<file path="src/rtl/note_sequencer_if.sv">
// Command bus between a note producer and note_sequencer.
// Macro: none.
// Signals:
//   cmd_valid  - command offered by the producer
//   cmd_ready  - sequencer can accept a command this cycle
//   cmd_note   - 0..11 = C..B, 12..15 = rest
//   cmd_octave - octave exponent 0..3
//   cmd_dur    - length in ticks, 0 = skip
interface note_sequencer_if;
    logic       cmd_valid;
    logic       cmd_ready;
    logic [3:0] cmd_note;
    logic [1:0] cmd_octave;
    logic [7:0] cmd_dur;

    modport master (
        output cmd_valid, cmd_note, cmd_octave, cmd_dur,
        input  cmd_ready
    );

    modport slave (
        input  cmd_valid, cmd_note, cmd_octave, cmd_dur,
        output cmd_ready
    );
endinterface

</file>
<file path="src/rtl/note_sequencer.sv">
// Queued note player: buffers note commands, looks up each note's
// frequency through an external calculator and plays it as a square
// wave for cmd_dur ticks.
// Optional feature macro: NOTE_SEQ_GAP_EN inserts GAP_TICKS silent ticks
// after every retired note.
// Ports:
//   clk, rst_n   - clock, asynchronous active-low reset
//   cmd          - command bus (note_sequencer_if.slave)
//   stop         - synchronous flush/abort
//   calc_note    - note presented to the frequency calculator
//   calc_octave  - octave presented to the frequency calculator
//   calc_freq    - calculator result in Hz (combinational)
//   calc_valid   - calculator result valid
//   tone_out     - square-wave output
//   busy         - a note is loading, playing or in gap
//   note_done    - one-cycle pulse when a command retires
module note_sequencer #(
    parameter int unsigned CLK_HZ      = 50000000,
    parameter int unsigned TICK_CYCLES = 50000,
    parameter int unsigned FIFO_DEPTH  = 4,
    parameter int unsigned GAP_TICKS   = 10
) (
    input  logic            clk,
    input  logic            rst_n,
    note_sequencer_if.slave cmd,
    input  logic            stop,
    output logic [3:0]      calc_note,
    output logic [1:0]      calc_octave,
    input  logic [19:0]     calc_freq,
    input  logic            calc_valid,
    output logic            tone_out,
    output logic            busy,
    output logic            note_done
);
    localparam int unsigned AW = (FIFO_DEPTH > 1) ? $clog2(FIFO_DEPTH) : 1;
    localparam int unsigned CW = AW + 1;
    localparam int unsigned PW = (TICK_CYCLES > 1) ? $clog2(TICK_CYCLES) : 1;
    localparam int unsigned GW = $clog2(GAP_TICKS + 1);
    localparam int unsigned TW = (GW > 8) ? GW : 8;
    localparam int unsigned EW = 14;
    localparam logic [31:0]   HALF     = 32'(CLK_HZ / 2);
    localparam logic [PW-1:0] PRE_LAST = PW'(TICK_CYCLES - 1);

    typedef enum logic [1:0] {
        S_IDLE = 2'd0,
        S_LOAD = 2'd1,
        S_PLAY = 2'd2
`ifdef NOTE_SEQ_GAP_EN
        , S_GAP = 2'd3
`endif
    } state_e;

    state_e          state_q, state_d, state_after;
    logic            ph_q, ph_d;
    logic [AW-1:0]   wr_q, wr_d, rd_q, rd_d;
    logic [CW-1:0]   cnt_q, cnt_d;
    logic [7:0]      dur_q, dur_d;
    logic [3:0]      calc_note_q, calc_note_d;
    logic [1:0]      calc_octave_q, calc_octave_d;
    logic [19:0]     freq_q, freq_d;
    logic [31:0]     acc_q, acc_d, sum;
    logic            tone_q, tone_d;
    logic [PW-1:0]   pre_q, pre_d;
    logic [TW-1:0]   tick_q, tick_d;
    logic            busy_q, busy_d;
    logic            done_q, done_d;
    logic [EW-1:0]   mem_q [FIFO_DEPTH];
    logic [EW-1:0]   head;
    logic            push, pop, avail, pre_wrap;

    assign cmd.cmd_ready = rst_n & (cnt_q != CW'(FIFO_DEPTH)) & ~stop;
    assign push          = cmd.cmd_valid & cmd.cmd_ready;
    assign head          = mem_q[rd_q];

    // Command storage; entry = {note, octave, dur}
    always_ff @(posedge clk) begin
        if (push) begin
            mem_q[wr_q] <= {cmd.cmd_note, cmd.cmd_octave, cmd.cmd_dur};
        end
    end

    // Next-state logic; LOAD takes two cycles (ph_q=0 pop/present, ph_q=1 latch freq)
    always_comb begin
        state_d       = state_q;
        ph_d          = ph_q;
        dur_d         = dur_q;
        calc_note_d   = calc_note_q;
        calc_octave_d = calc_octave_q;
        freq_d        = freq_q;
        pre_d         = pre_q;
        tick_d        = tick_q;
        acc_d         = '0;
        tone_d        = 1'b0;
        sum           = '0;
        pop           = 1'b0;
        avail         = (cnt_q != '0) || push;
        pre_wrap      = (pre_q == PRE_LAST);
`ifdef NOTE_SEQ_GAP_EN
        state_after   = S_GAP;
`else
        state_after   = avail ? S_LOAD : S_IDLE;
`endif

        case (state_q)
            S_IDLE: begin
                if (avail) begin
                    state_d = S_LOAD;
                    ph_d    = 1'b0;
                end
            end
            S_LOAD: begin
                if (!ph_q) begin
                    pop           = 1'b1;
                    calc_note_d   = head[13:10];
                    calc_octave_d = head[9:8];
                    dur_d         = head[7:0];
                    ph_d          = 1'b1;
                end else begin
                    freq_d  = (calc_valid && calc_note_q < 4'd12) ? calc_freq : '0;
                    pre_d   = '0;
                    tick_d  = '0;
                    ph_d    = 1'b0;
                    state_d = (dur_q == '0) ? state_after : S_PLAY;
                end
            end
            S_PLAY: begin
                sum = acc_q + 32'(freq_q);
                if (pre_wrap && tick_q == TW'(dur_q - 8'd1)) begin
                    state_d = state_after;
                    pre_d   = '0;
                    tick_d  = '0;
                end else begin
                    pre_d  = pre_wrap ? '0 : pre_q + PW'(1);
                    tick_d = pre_wrap ? tick_q + TW'(1) : tick_q;
                    if (sum >= HALF) begin
                        acc_d  = sum - HALF;
                        tone_d = ~tone_q;
                    end else begin
                        acc_d  = sum;
                        tone_d = tone_q;
                    end
                end
            end
`ifdef NOTE_SEQ_GAP_EN
            S_GAP: begin
                if (pre_wrap && tick_q == TW'(GAP_TICKS - 1)) begin
                    state_d = avail ? S_LOAD : S_IDLE;
                    ph_d    = 1'b0;
                    pre_d   = '0;
                    tick_d  = '0;
                end else begin
                    pre_d  = pre_wrap ? '0 : pre_q + PW'(1);
                    tick_d = pre_wrap ? tick_q + TW'(1) : tick_q;
                end
            end
`endif
            default: state_d = S_IDLE;
        endcase

        wr_d  = wr_q + AW'(push);
        rd_d  = rd_q + AW'(pop);
        cnt_d = cnt_q + CW'(push) - CW'(pop);

        // note_done is registered, so flag the cycle that will be the last PLAY / skip cycle
        done_d = ((state_d == S_PLAY) && (pre_d == PRE_LAST) && (tick_d == TW'(dur_d - 8'd1)))
              || ((state_d == S_LOAD) && ph_d && (dur_d == '0));
        busy_d = (state_d != S_IDLE);

        if (stop) begin
            state_d = S_IDLE;
            ph_d    = 1'b0;
            wr_d    = '0;
            rd_d    = '0;
            cnt_d   = '0;
            acc_d   = '0;
            tone_d  = 1'b0;
            pre_d   = '0;
            tick_d  = '0;
            done_d  = 1'b0;
            busy_d  = 1'b0;
        end
    end

    // State and output registers
    always_ff @(posedge clk or negedge rst_n) begin
        if (!rst_n) begin
            state_q       <= S_IDLE;
            ph_q          <= 1'b0;
            wr_q          <= '0;
            rd_q          <= '0;
            cnt_q         <= '0;
            dur_q         <= '0;
            calc_note_q   <= '0;
            calc_octave_q <= '0;
            freq_q        <= '0;
            acc_q         <= '0;
            tone_q        <= 1'b0;
            pre_q         <= '0;
            tick_q        <= '0;
            busy_q        <= 1'b0;
            done_q        <= 1'b0;
        end else begin
            state_q       <= state_d;
            ph_q          <= ph_d;
            wr_q          <= wr_d;
            rd_q          <= rd_d;
            cnt_q         <= cnt_d;
            dur_q         <= dur_d;
            calc_note_q   <= calc_note_d;
            calc_octave_q <= calc_octave_d;
            freq_q        <= freq_d;
            acc_q         <= acc_d;
            tone_q        <= tone_d;
            pre_q         <= pre_d;
            tick_q        <= tick_d;
            busy_q        <= busy_d;
            done_q        <= done_d;
        end
    end

    assign calc_note   = calc_note_q;
    assign calc_octave = calc_octave_q;
    assign tone_out    = tone_q;
    assign busy        = busy_q;
    assign note_done   = done_q;
endmodule

</file>
<file path="src/flat_wrapper.sv">
// flat-port wrapper written by rule: the top's interface ports become plain ports
module note_sequencer_flat 
#(
    parameter int unsigned CLK_HZ      = 50000000,
    parameter int unsigned TICK_CYCLES = 50000,
    parameter int unsigned FIFO_DEPTH  = 4,
    parameter int unsigned GAP_TICKS   = 10
)
  (clk, rst_n, stop, calc_note, calc_octave, calc_freq, calc_valid, tone_out, busy, note_done, cmd_cmd_valid, cmd_cmd_note, cmd_cmd_octave, cmd_cmd_dur, cmd_cmd_ready);
  note_sequencer_if cmd_i ();
  input  logic clk;
  input  logic rst_n;
  input  logic stop;
  output logic [3:0] calc_note;
  output logic [1:0] calc_octave;
  input  logic [19:0] calc_freq;
  input  logic calc_valid;
  output logic tone_out;
  output logic busy;
  output logic note_done;
  input wire logic [$bits(cmd_i.cmd_valid)-1:0] cmd_cmd_valid;
  input wire logic [$bits(cmd_i.cmd_note)-1:0] cmd_cmd_note;
  input wire logic [$bits(cmd_i.cmd_octave)-1:0] cmd_cmd_octave;
  input wire logic [$bits(cmd_i.cmd_dur)-1:0] cmd_cmd_dur;
  output wire logic [$bits(cmd_i.cmd_ready)-1:0] cmd_cmd_ready;
  assign cmd_i.cmd_valid = cmd_cmd_valid;
  assign cmd_i.cmd_note = cmd_cmd_note;
  assign cmd_i.cmd_octave = cmd_cmd_octave;
  assign cmd_i.cmd_dur = cmd_cmd_dur;
  assign cmd_cmd_ready = cmd_i.cmd_ready;
  note_sequencer #(.CLK_HZ(CLK_HZ), .TICK_CYCLES(TICK_CYCLES), .FIFO_DEPTH(FIFO_DEPTH), .GAP_TICKS(GAP_TICKS)) u_core (.clk(clk), .rst_n(rst_n), .cmd(cmd_i), .stop(stop), .calc_note(calc_note), .calc_octave(calc_octave), .calc_freq(calc_freq), .calc_valid(calc_valid), .tone_out(tone_out), .busy(busy), .note_done(note_done));
endmodule
</file>
<file path="config.mk">
export PLATFORM = sky130hd
export DESIGN_NAME = note_sequencer_flat
export DESIGN_NICKNAME = d
export VERILOG_FILES = /design/src/rtl/note_sequencer_if.sv /design/src/rtl/note_sequencer.sv /design/src/flat_wrapper.sv
export SDC_FILE = /design/constraint.sdc
export NUM_CORES = 1
export LEC_CHECK = 0
export ABC_CLOCK_PERIOD_IN_PS = 6400
export CAP_MARGIN = 20
export CORE_AREA = 3 3 149 107
export DETAILED_ROUTE_END_ITERATION = 16
export DIE_AREA = 0 0 152 110
export PLACE_DENSITY = 0.86
export SLEW_MARGIN = 20
export SYNTH_ARGS = -nofsm -noshare
export SYNTH_HDL_FRONTEND = slang
export SYNTH_SLANG_ARGS = --single-unit
export TNS_END_PERCENT = 50
</file>
<file path="constraint.sdc">
create_clock -name clk -period 6.4 [get_ports clk]
set_input_delay 0.64 -clock clk [delete_from_list [all_inputs] [get_ports clk]]
set_output_delay 0.64 -clock clk [all_outputs]
set_load 0.02 [all_outputs]
</file>
==> qor.yml, run 1 <==
outcome: "finished clean"
setup_viol: 0
cts_tree: "yes"
end_kind: "register"
stdcell_count: 1194
slew_headroom_pct: 37.92
die_area_mm2: 0.01672
synth.distinct_cells: 86
p_switching_w: 0.001505
initial_utilization_pct: 65.51
htreeDepth: 4
cp-start-kind: "register"
ioPinCount: 49
post-cts-setup-buffer-count: 0
synth_top_area_share_pct: 26.89
place_hpwl_mm: 17.11
p_leak_nw: 4.258
vdd_drop_max_mv: 0.2328
hold_violations: 0
combPwrFrac_pct: 37.3
cts_resized: 0
critPathMaxStageDelay_ns: 0.59
core-area_mm2: 0.01463
die_y_um: 110
syn_area_mm2: 0.009584
worstSkewPairLatency_ns: 0.45
period_share_pct: 69.74
grt_max_degree: 49
ff2ff_path_depth: 13
critical_path_class: "reg2reg"
async_reset_ff_share_pct: 64.78
cts_root_buffer: "clkbuf_16"
power_frac_seq_pct: 34.9
synth_common_cells: "dfrtp_1 (103), a21oi_1 (73), nand2_1 (73)"
drt-total-wl_mm: 25.55
antenna_found_initial: 0
clkTransAtPathRegs_ns: 0.08
rsz0062_at_grt: "false"
port_buffers: 48
post_drt_wl_per_cell_um: 21.40
placed_cells: 1162
rr_startpoint: "u_core.freq_q[0]"
drv_slew: 0
ctsLongestPathBuffers: 2
synthesis.nets: 1022
grt_pass1_wl_mm: 40.94
drt_iter0_markers: 866
syn_inst: 945
synthFlopType: "dfrtp_1"
period_minus_slack_ns: 4.464
dr_total_vias: 8177
fin_skew_ns: 0.02349
yosysMostFrequentCell: "dfrtp_1"
yosys_register_bits: 159
num_rows: 37
rr_endpoint: "u_core.acc_q[16]"
areaGrowthSynthToFinish_pct: 13.25
crit_path_top_delay_cell: "or4b_1"
tns_ns: 0
synth-edff-count: 56
fp.dieW_um: 152
powerDensity_mw_per_mm2: 351.4
worst_ep_required_time_ns: 6.68
r2r_setup_slack_ns: 1.94
drv_cap: 0
grt_pass1_vias: 7621
place.gp.congestion: 0.9549
cts_made_buffers: 17
worstPathCellList: "ha_1 > fa_1 > a21o_1 > a221oi_1 > o21ai_0 > xor2_1 > or4b_1 > a311oi_1 > nor2_1 > a211oi_1 > o21a_1 > or3_1 > a21oi_1"
ant_nets: 0
drt_pass1_iterations: 8
cts_sinks: 159
hold_buffers: 0
grt_overflow_total: 0
synth_warnings: 0
worst_pin_slew_ns: 0.9289
nets: 1063
drc: 0
ys_seq_area_share_pct: 44.44
track_usage_pct: 31.04
path_max_fanout: 14
avgSynthCellArea_um2: 10.14
p_int_w: 0.002309
p_sw_share_pct: 39.46
min_path_type: "in2async"
yosysTopAreaCell: "dfrtp_1"
antenna_cells: 0
seq_area_mm2: 0.004259
multi_input_area_mm2: 0.005055
fin_util_pct: 74.20
critPathArrivalTime_ns: 4.75
netlist_top_cells_area: "dfrtp_1 (27%), edfxtp_1 (18%), ha_1 (4.7%), a21oi_1 (3.8%), mux4_2 (3.3%)"
drive_gt1_share_pct: 10.71
vias_per_cell: 6.848
fmax_mhz: 224.0
nFillCells: 970
pwr-share-clk_pct: 27.7
## critical path, delay by kind of cell (launching register included)
family | cells | cell delay (ns)
AO/OA/AOI/OAI | 7 | 2.11
AND/OR/NAND/NOR | 3 | 0.94
adder cells (fa/ha/maj) | 2 | 0.63
XOR/XNOR | 1 | 0.22
flip-flops | 1 | 0.40
## routing by layer
layer / vias up / GRT usage (%) / wire length, um
met5: - / 0 / 0
met4: 0 / 9.814 / 562
met3: 53 / 6.906 / 2538
met2: 468 / 47.05 / 11240
met1: 3965 / 45.21 / 11210
li1: 3691 / - / -
## cell type report
| type | instances | area share (%) |
|---|---|---|
| repair buffers | 60 | 5.233 |
| clock inverters | 15 | 1.787 |
| well taps | 195 | 2.248 |
| multi-input cells | 719 | 46.57 |
| inverters | 29 | 1.003 |
| clock buffers | 17 | 3.919 |
| flip-flops and latches | 159 | 39.24 |
## power groups by stage
stage	sequential, W	combinational, W	clock (W)
4_1_cts	0.00133	0.00139	0.00106
3_3_place_gp	0.00134	0.00131	0
2_1_floorplan	0.00131	0.000996	0
3_5_place_dp	0.00134	0.00136	0
6_report	0.00133	0.00142	0.00106
5_1_grt	0.00135	0.00154	0.00111
## registers in the layout, summed over array words and instances, names as in the netlist, 2 cells and up
signal and count:
u_core.tick_q 8, u_core.mem_q 56, u_core.rd_q 2, u_core.calc_note 4, u_core.wr_q 2, u_core.acc_q 32
u_core.dur_q 8, u_core.pre_q 16, u_core.cnt_q 3, u_core.state_q 2, u_core.calc_octave 2, u_core.freq_q 20
## stage by stage
stage          power (W)  setup WS (ns)  cell area [um2]  hold WS, ns
2_1_floorplan   0.002310          2.541             9584       0.3444
3_3_place_gp    0.002643          2.153            10230       0.4948
3_5_place_dp    0.002704          2.084            10230       0.4993
4_1_cts         0.003781          2.007            10850       0.1536
5_1_grt         0.003993          1.587            10850       0.1677
6_report        0.003815          1.936            10850       0.1448
## cells in the final DEF, fill, tap and decap left out, drive strengths merged, types with 31 or more instances in the layout
master and count:
a21oi 73, clkdlybuf4s50 47, dfrtp 103, edfxtp 56
ha 36, inv 35, nand2 74, nand3 32
nor2 73, nor3 31, o21ai 43, xnor2 31
## worst max-delay path by stage
stage	slack (ns)	cells past startpoint	startpoint	to
after global routing	1.59	12	u_core.freq_q[4]	u_core.acc_q[18]
after global placement	2.15	13	u_core.state_q[1]	u_core.note_done
after CTS	2.01	13	u_core.state_q[1]	u_core.note_done
after floorplan	2.54	14	u_core.freq_q[0]	u_core.acc_q[21]
final	1.94	13	u_core.freq_q[0]	u_core.acc_q[16]
after detailed placement	2.08	13	u_core.state_q[1]	u_core.note_done
## cell families (layout without fill, tap and decap cells)
logic type / Yosys count / count (layout) / synth area share (%)
AND/OR/NAND/NOR: 350 / 350 / 19.78
multiplexers: 36 / 36 / 5.705
XOR/XNOR: 49 / 49 / 4.478
flip-flops: 159 / 159 / 44.44
buffers and inverters: 67 / 121 / 2.950
AO/OA/AOI/OAI: 246 / 246 / 17.53
adder cells (fa/ha/maj): 38 / 38 / 5.117
(Power assumes the default switching activity.)
==> run 2: changes to the inputs <==
Settings changed: ABC_CLOCK_PERIOD_IN_PS 6400 to 4270, CORE_AREA 3 3 149 107 to 3 3 154 111, DIE_AREA 0 0 152 110 to 0 0 157 114, PLACE_DENSITY 0.86 to 0.81.
Clock period 6.4 ns to 4.27 ns, I/O delays scaled along.
==> run 2 against run 1 <==
  * Total power increased by 53%
  * Routed wire length increased by 2.7%
  * Final cell count increased by 2.3%
  * Non-clock buffer count increased by 23
  * Sequential cell count unchanged
  * Sequential share of layout area decreased by 1.3 points
  * Core utilization decreased by 2.1 points
  * Via count increased by 0.90%
  * Die area increased by 7.0%
  * First-iteration DRC count increased by 18%
  * Critical path type unchanged
  * Largest power group unchanged
  * Highest routed layer unchanged
==> qor.yml, run 2 (synthesized netlist as in run 1, its figures left out) <==
ctsLongestPathBuffers: 2
period_share_pct: 99.25
cts_tree: "yes"
cp_num_buf_inv: 2
vdd_drop_max_mv: 0.3864
port_buffers: 48
htreeDepth: 4
grt_pass1_wl_mm: 41.35
hold_buffers: 0
grt_pass1_vias: 7693
setup_viol: 0
areaGrowthSynthToFinish_pct: 17.00
worst_pin_slew_ns: 0.8828
worst_ep_required_time_ns: 4.59
min_path_type: "in2async"
worstPathCellList: "ha_2 > fa_2 > a21o_1 > a221o_2 > a211oi_4 > buf_4 > xnor2_1 > and3_2 > a311oi_2 > nor2_2 > a211oi_2 > o21ai_2 > buf_4 > or3_1 > o31ai_1"
outcome: "finished clean"
dr_total_vias: 8251
largest-register: "u_core.mem_q"
num_rows: 38
fin_hold_ws_ns: 0.1114
hold_violations: 0
drive_gt1_share_pct: 15.07
drc: 0
fp.dieW_um: 157
ioPinCount: 49
drt_iter0_markers: 1025
grt_max_degree: 65
p_total_w: 0.005839
core-area_mm2: 0.01555
drv_cap: 0
period_minus_slack_ns: 4.238
antenna_found_initial: 0
critical_path.top_delay_family: "compound AO/OA/AOI/OAI gates"
place.gp.congestion: 0.9853
end_kind: "register"
slew_headroom_pct: 40.93
nets: 1086
fin_skew_ns: 0.01571
cts_root_buffer: "clkbuf_16"
drt-total-wl_mm: 26.23
initial_utilization_pct: 61.64
cts_sinks: 159
powerDensity_mw_per_mm2: 520.8
die_area_mm2: 0.01790
p_leak_nw: 4.390
post_drt_wl_per_cell_um: 21.47
die_y_um: 114
vias_per_cell: 6.752
place_ws_ns: 0.04206
critical_path_class: "reg2reg"
largest_register_ffs: 56
fmax_mhz: 236.0
top_regs: "u_core.mem_q (56), u_core.acc_q (32), u_core.freq_q (20)"
grt_overflow_total: 0
place_hpwl_mm: 17.73
drv_slew: 0
crit_path_top_delay_cell: "a221o_2"
layout_commonest_cell: "dfrtp_1"
drt_pass1_iterations: 6
worstSkewPairLatency_ns: 0.45
critPathMaxStageDelay_ns: 0.49
fin_ws_ns: 0.03186
track_usage_pct: 29.73
cp-start-kind: "register"
clkTransAtPathRegs_ns: 0.08
ant_nets: 0
critPathArrivalTime_ns: 4.55
cp_common_cell: "buf_4"
path_max_fanout: 10
final_cell_mix: "dfrtp_1 (103), a21oi_1 (73), nand2_1 (73), nor2_1 (71), edfxtp_1 (56)"
antenna_cells: 0
cts_made_buffers: 17
nFillCells: 1057
[run 2: repair_timing]
item / in CTS / in global routing
gates resized for setup: 3 / 27
setup endpoints to repair: 20 / 26
hold endpoints to repair: 0 / 0
buffers inserted: 0 / 3
pin swaps: 0 / 8
[run 2: report_power, final]
part | switching (W) | internal, W | total [W] | leakage, nW
clock network | 0.000808 | 0.000822 | 0.00163 | 0.308
logic | 0.00127 | 0.000961 | 0.00223 | 2.19
registers | 0.000204 | 0.00178 | 0.00198 | 1.90
[run 2: per-stage QoR]
stage / utilization (%) / area [um2] / instances / TNS [ns]
floorplan: - / 9584 / 945 / 0
global placement: 66.84 / 10390 / 1187 / 0
detailed placement: 66.84 / 10390 / 1187 / 0
CTS: 71.07 / 11050 / 1219 / 0
global route: 72.12 / 11210 / 1222 / -0.07216
finish: 72.12 / 11210 / 1222 / 0
[run 2: area by class of cell]
type                    instances  area, um2  share of cell area (%)
clock inverters                15      214.0                   1.908
inverters                      29      108.9                  0.9708
flip-flops and latches        159       4259                   37.98
repair buffers                 83      744.5                   6.639
well taps                     200      250.2                   2.232
clock buffers                  17      425.4                   3.794
multi-input cells             719       5211                   46.47
[run 2: worst paths after layout]
check,end,from,cells past startpoint,slack (ns)
min in group clk,u_core.freq_q[7],u_core.freq_q[7],1,0.52
min reg2reg,u_core.freq_q[7],u_core.freq_q[7],1,0.52
max,u_core.acc_q[7],u_core.freq_q[0],15,0.03
max in group asynchronous,u_core.acc_q[21],rst_n,3,2.87
min,u_core.freq_q[15],rst_n,2,0.11
max reg2reg,u_core.acc_q[7],u_core.freq_q[0],15,0.03
[run 2: per-layer routing]
layer | vias up | wire length [um] | track usage, %
li1 | 3719 | - | -
met5 | - | 0 | 0
met3 | 63 | 2979 | 8.002
met2 | 492 | 11280 | 42.29
met4 | 0 | 524 | 8.455
met1 | 3977 | 11450 | 44.91
==> run 3: changes to the inputs <==
Settings changed: CELL_PAD_IN_SITES_DETAIL_PLACEMENT from default to 2, CELL_PAD_IN_SITES_GLOBAL_PLACEMENT from default to 2, CORE_AREA 3 3 154 111 to 3 3 190 136, DIE_AREA 0 0 157 114 to 0 0 193 139, PLACE_DENSITY 0.81 to 0.8.
==> run 3 against run 2 <==
  * Clock power increased by 5%
  * Sequential cell count unchanged
  * Die area increased by 50%
  * The flow now finishes with violations (setup timing)
  * Routed wire length increased by 50%
  * Clock skew increased by 0.0071 ns
==> qor.yml, run 3 (synthesized netlist as in run 1, its figures left out) <==
grt_overflow_total: 0
drive_gt1_share_pct: 20.46
cts_made_buffers: 17
min_path_type: "in2async"
fin_skew_ns: 0.02281
post_drt_wl_per_cell_um: 28.62
critPathArrivalTime_ns: 4.69
hold_buffers: 0
period_minus_slack_ns: 4.390
track_usage_pct: 29.13
ctsLongestPathBuffers: 2
place_hpwl_mm: 24.02
core-area_mm2: 0.02438
antenna_cells: 0
hold_violations: 0
fin_util_pct: 48.46
final_cell_mix: "dfrtp_1 (101), nor2_1 (71), nand2_1 (71), a21oi_1 (68), edfxtp_1 (56)"
vias_per_cell: 6.357
num_rows: 48
end_kind: "register"
ant_nets: 0
grt_max_degree: 60
powerDensity_mw_per_mm2: 531.4
fmax_mhz: 227.8
fp.dieW_um: 193
rsz0062_at_grt: "true"
worstSkewPairLatency_ns: 0.47
cts_sinks: 159
critical_path_class: "reg2reg"
setup_viol: 14
rr_endpoint: "u_core.acc_q[26]"
vdd_drop_max_mv: 0.3558
areaGrowthSynthToFinish_pct: 23.29
startpoint: "u_core.freq_q[0]"
top_regs: "u_core.mem_q (56), u_core.acc_q (32), u_core.freq_q (20)"
ff2ff_path_depth: 15
drt_pass1_iterations: 5
cp-start-kind: "register"
die_y_um: 139
period_share_pct: 102.8
grt_pass1_vias: 9276
path_max_fanout: 5
worst_pin_slew_ns: 1.144
cts_root_buffer: "clkbuf_16"
worst_ep_required_time_ns: 4.58
drv_slew: 0
cts_tree: "yes"
largest-register: "u_core.mem_q"
htreeDepth: 4
drv_cap: 0
largest_register_ffs: 56
drt_iter0_markers: 664
initial_utilization_pct: 39.31
dr_total_vias: 8716
p_total_w: 0.006279
nFillCells: 2495
drt-total-wl_mm: 39.24
grt_pass1_wl_mm: 58.82
nets: 1110
clkTransAtPathRegs_ns: 0.09
crit_end: "u_core.acc_q[26]"
p_leak_nw: 4.581
slew_headroom_pct: 23.57
drc: 0
place.gp.congestion: 0.8295
layout_commonest_cell: "dfrtp_1"
die_area_mm2: 0.02683
rr_startpoint: "u_core.freq_q[0]"
outcome: "finished, violations left"
violations: "setup timing"
fin_ws_ns: -0.1195
r2r_setup_slack_ns: -0.12
ioPinCount: 49
antenna_found_initial: 0
port_buffers: 48
place_ws_ns: -0.1729
[run 3: worst min path at each step]
| stage | cells after the start | start | slack (ns) | end |
|---|---|---|---|---|
| after floorplan | 0 | rst_n | 0.13 | u_core.acc_q[0] |
| after global placement | 1 | u_core.freq_q[0] | 0.50 | u_core.freq_q[0] |
| after detailed placement | 1 | u_core.calc_note[1] | 0.50 | u_core.calc_note[1] |
| after CTS | 2 | rst_n | 0.13 | u_core.calc_octave[1] |
| after global routing | 2 | rst_n | 0.18 | u_core.calc_octave[1] |
| final | 2 | rst_n | 0.13 | u_core.pre_q[11] |
[run 3: timing repair]
action	in CTS	in global routing
hold endpoints to repair	0	0
setup buffers	4	10
gates cloned	0	1
pin swaps	8	28
setup endpoints to repair	26	28
resized for setup	24	57
[run 3: critical path, cell delays in order, from the launching register on]
cell,delay (ns)
dfrtp_2,0.46
ha_4,0.20
fa_2,0.40
a21o_4,0.26
a221o_2,0.44
buf_6,0.16
a211oi_4,0.29
buf_6,0.18
o41ai_4,0.09
xnor2_2,0.19
nor3b_2,0.32
and2_4,0.24
o211ai_1,0.25
a211oi_2,0.40
nand3_1,0.14
nor3b_2,0.19
[run 3: through the flow]
stage                     TNS (ns)  std cells  area (um2)  hold slack, ns
final                      -0.9292       1371       11820          0.1316
after global routing        -2.189       1371       11820          0.1787
after CTS                        0       1360       11440          0.1350
after detailed placement    -1.069       1324       10650          0.5043
after global placement           0       1324       10650          0.4970
after floorplan                  0        945        9584          0.1314
[run 3: report_power, final]
part / total, W / switching [W] / internal [W]
logic: 0.00256 / 0.00154 / 0.00102
registers: 0.00201 / 0.000230 / 0.00178
clock network: 0.00171 / 0.000891 / 0.000823
[run 3: layout make-up]
| type | count | area, um2 | share of cell area (%) |
|---|---|---|---|
| clock inverter | 15 | 217.7 | 1.842 |
| timing repair buffer | 107 | 962.2 | 8.143 |
| sequential | 159 | 4262 | 36.07 |
| clock buffer | 17 | 425.4 | 3.600 |
| tap | 325 | 406.6 | 3.441 |
| inverter | 29 | 108.9 | 0.9212 |
| multi-input combinational | 719 | 5434 | 45.99 |
[run 3: layer usage]
| metal | global-route usage [%] | vias to the layer above | part of all wire, % |
|---|---|---|---|
| met5 | 0 | - | 0 |
| met4 | 10.46 | 0 | 3.5 |
| met3 | 5.710 | 95 | 5.1 |
| met2 | 46.58 | 322 | 47 |
| met1 | 39.47 | 4536 | 44 |
| li1 | - | 3763 | - |
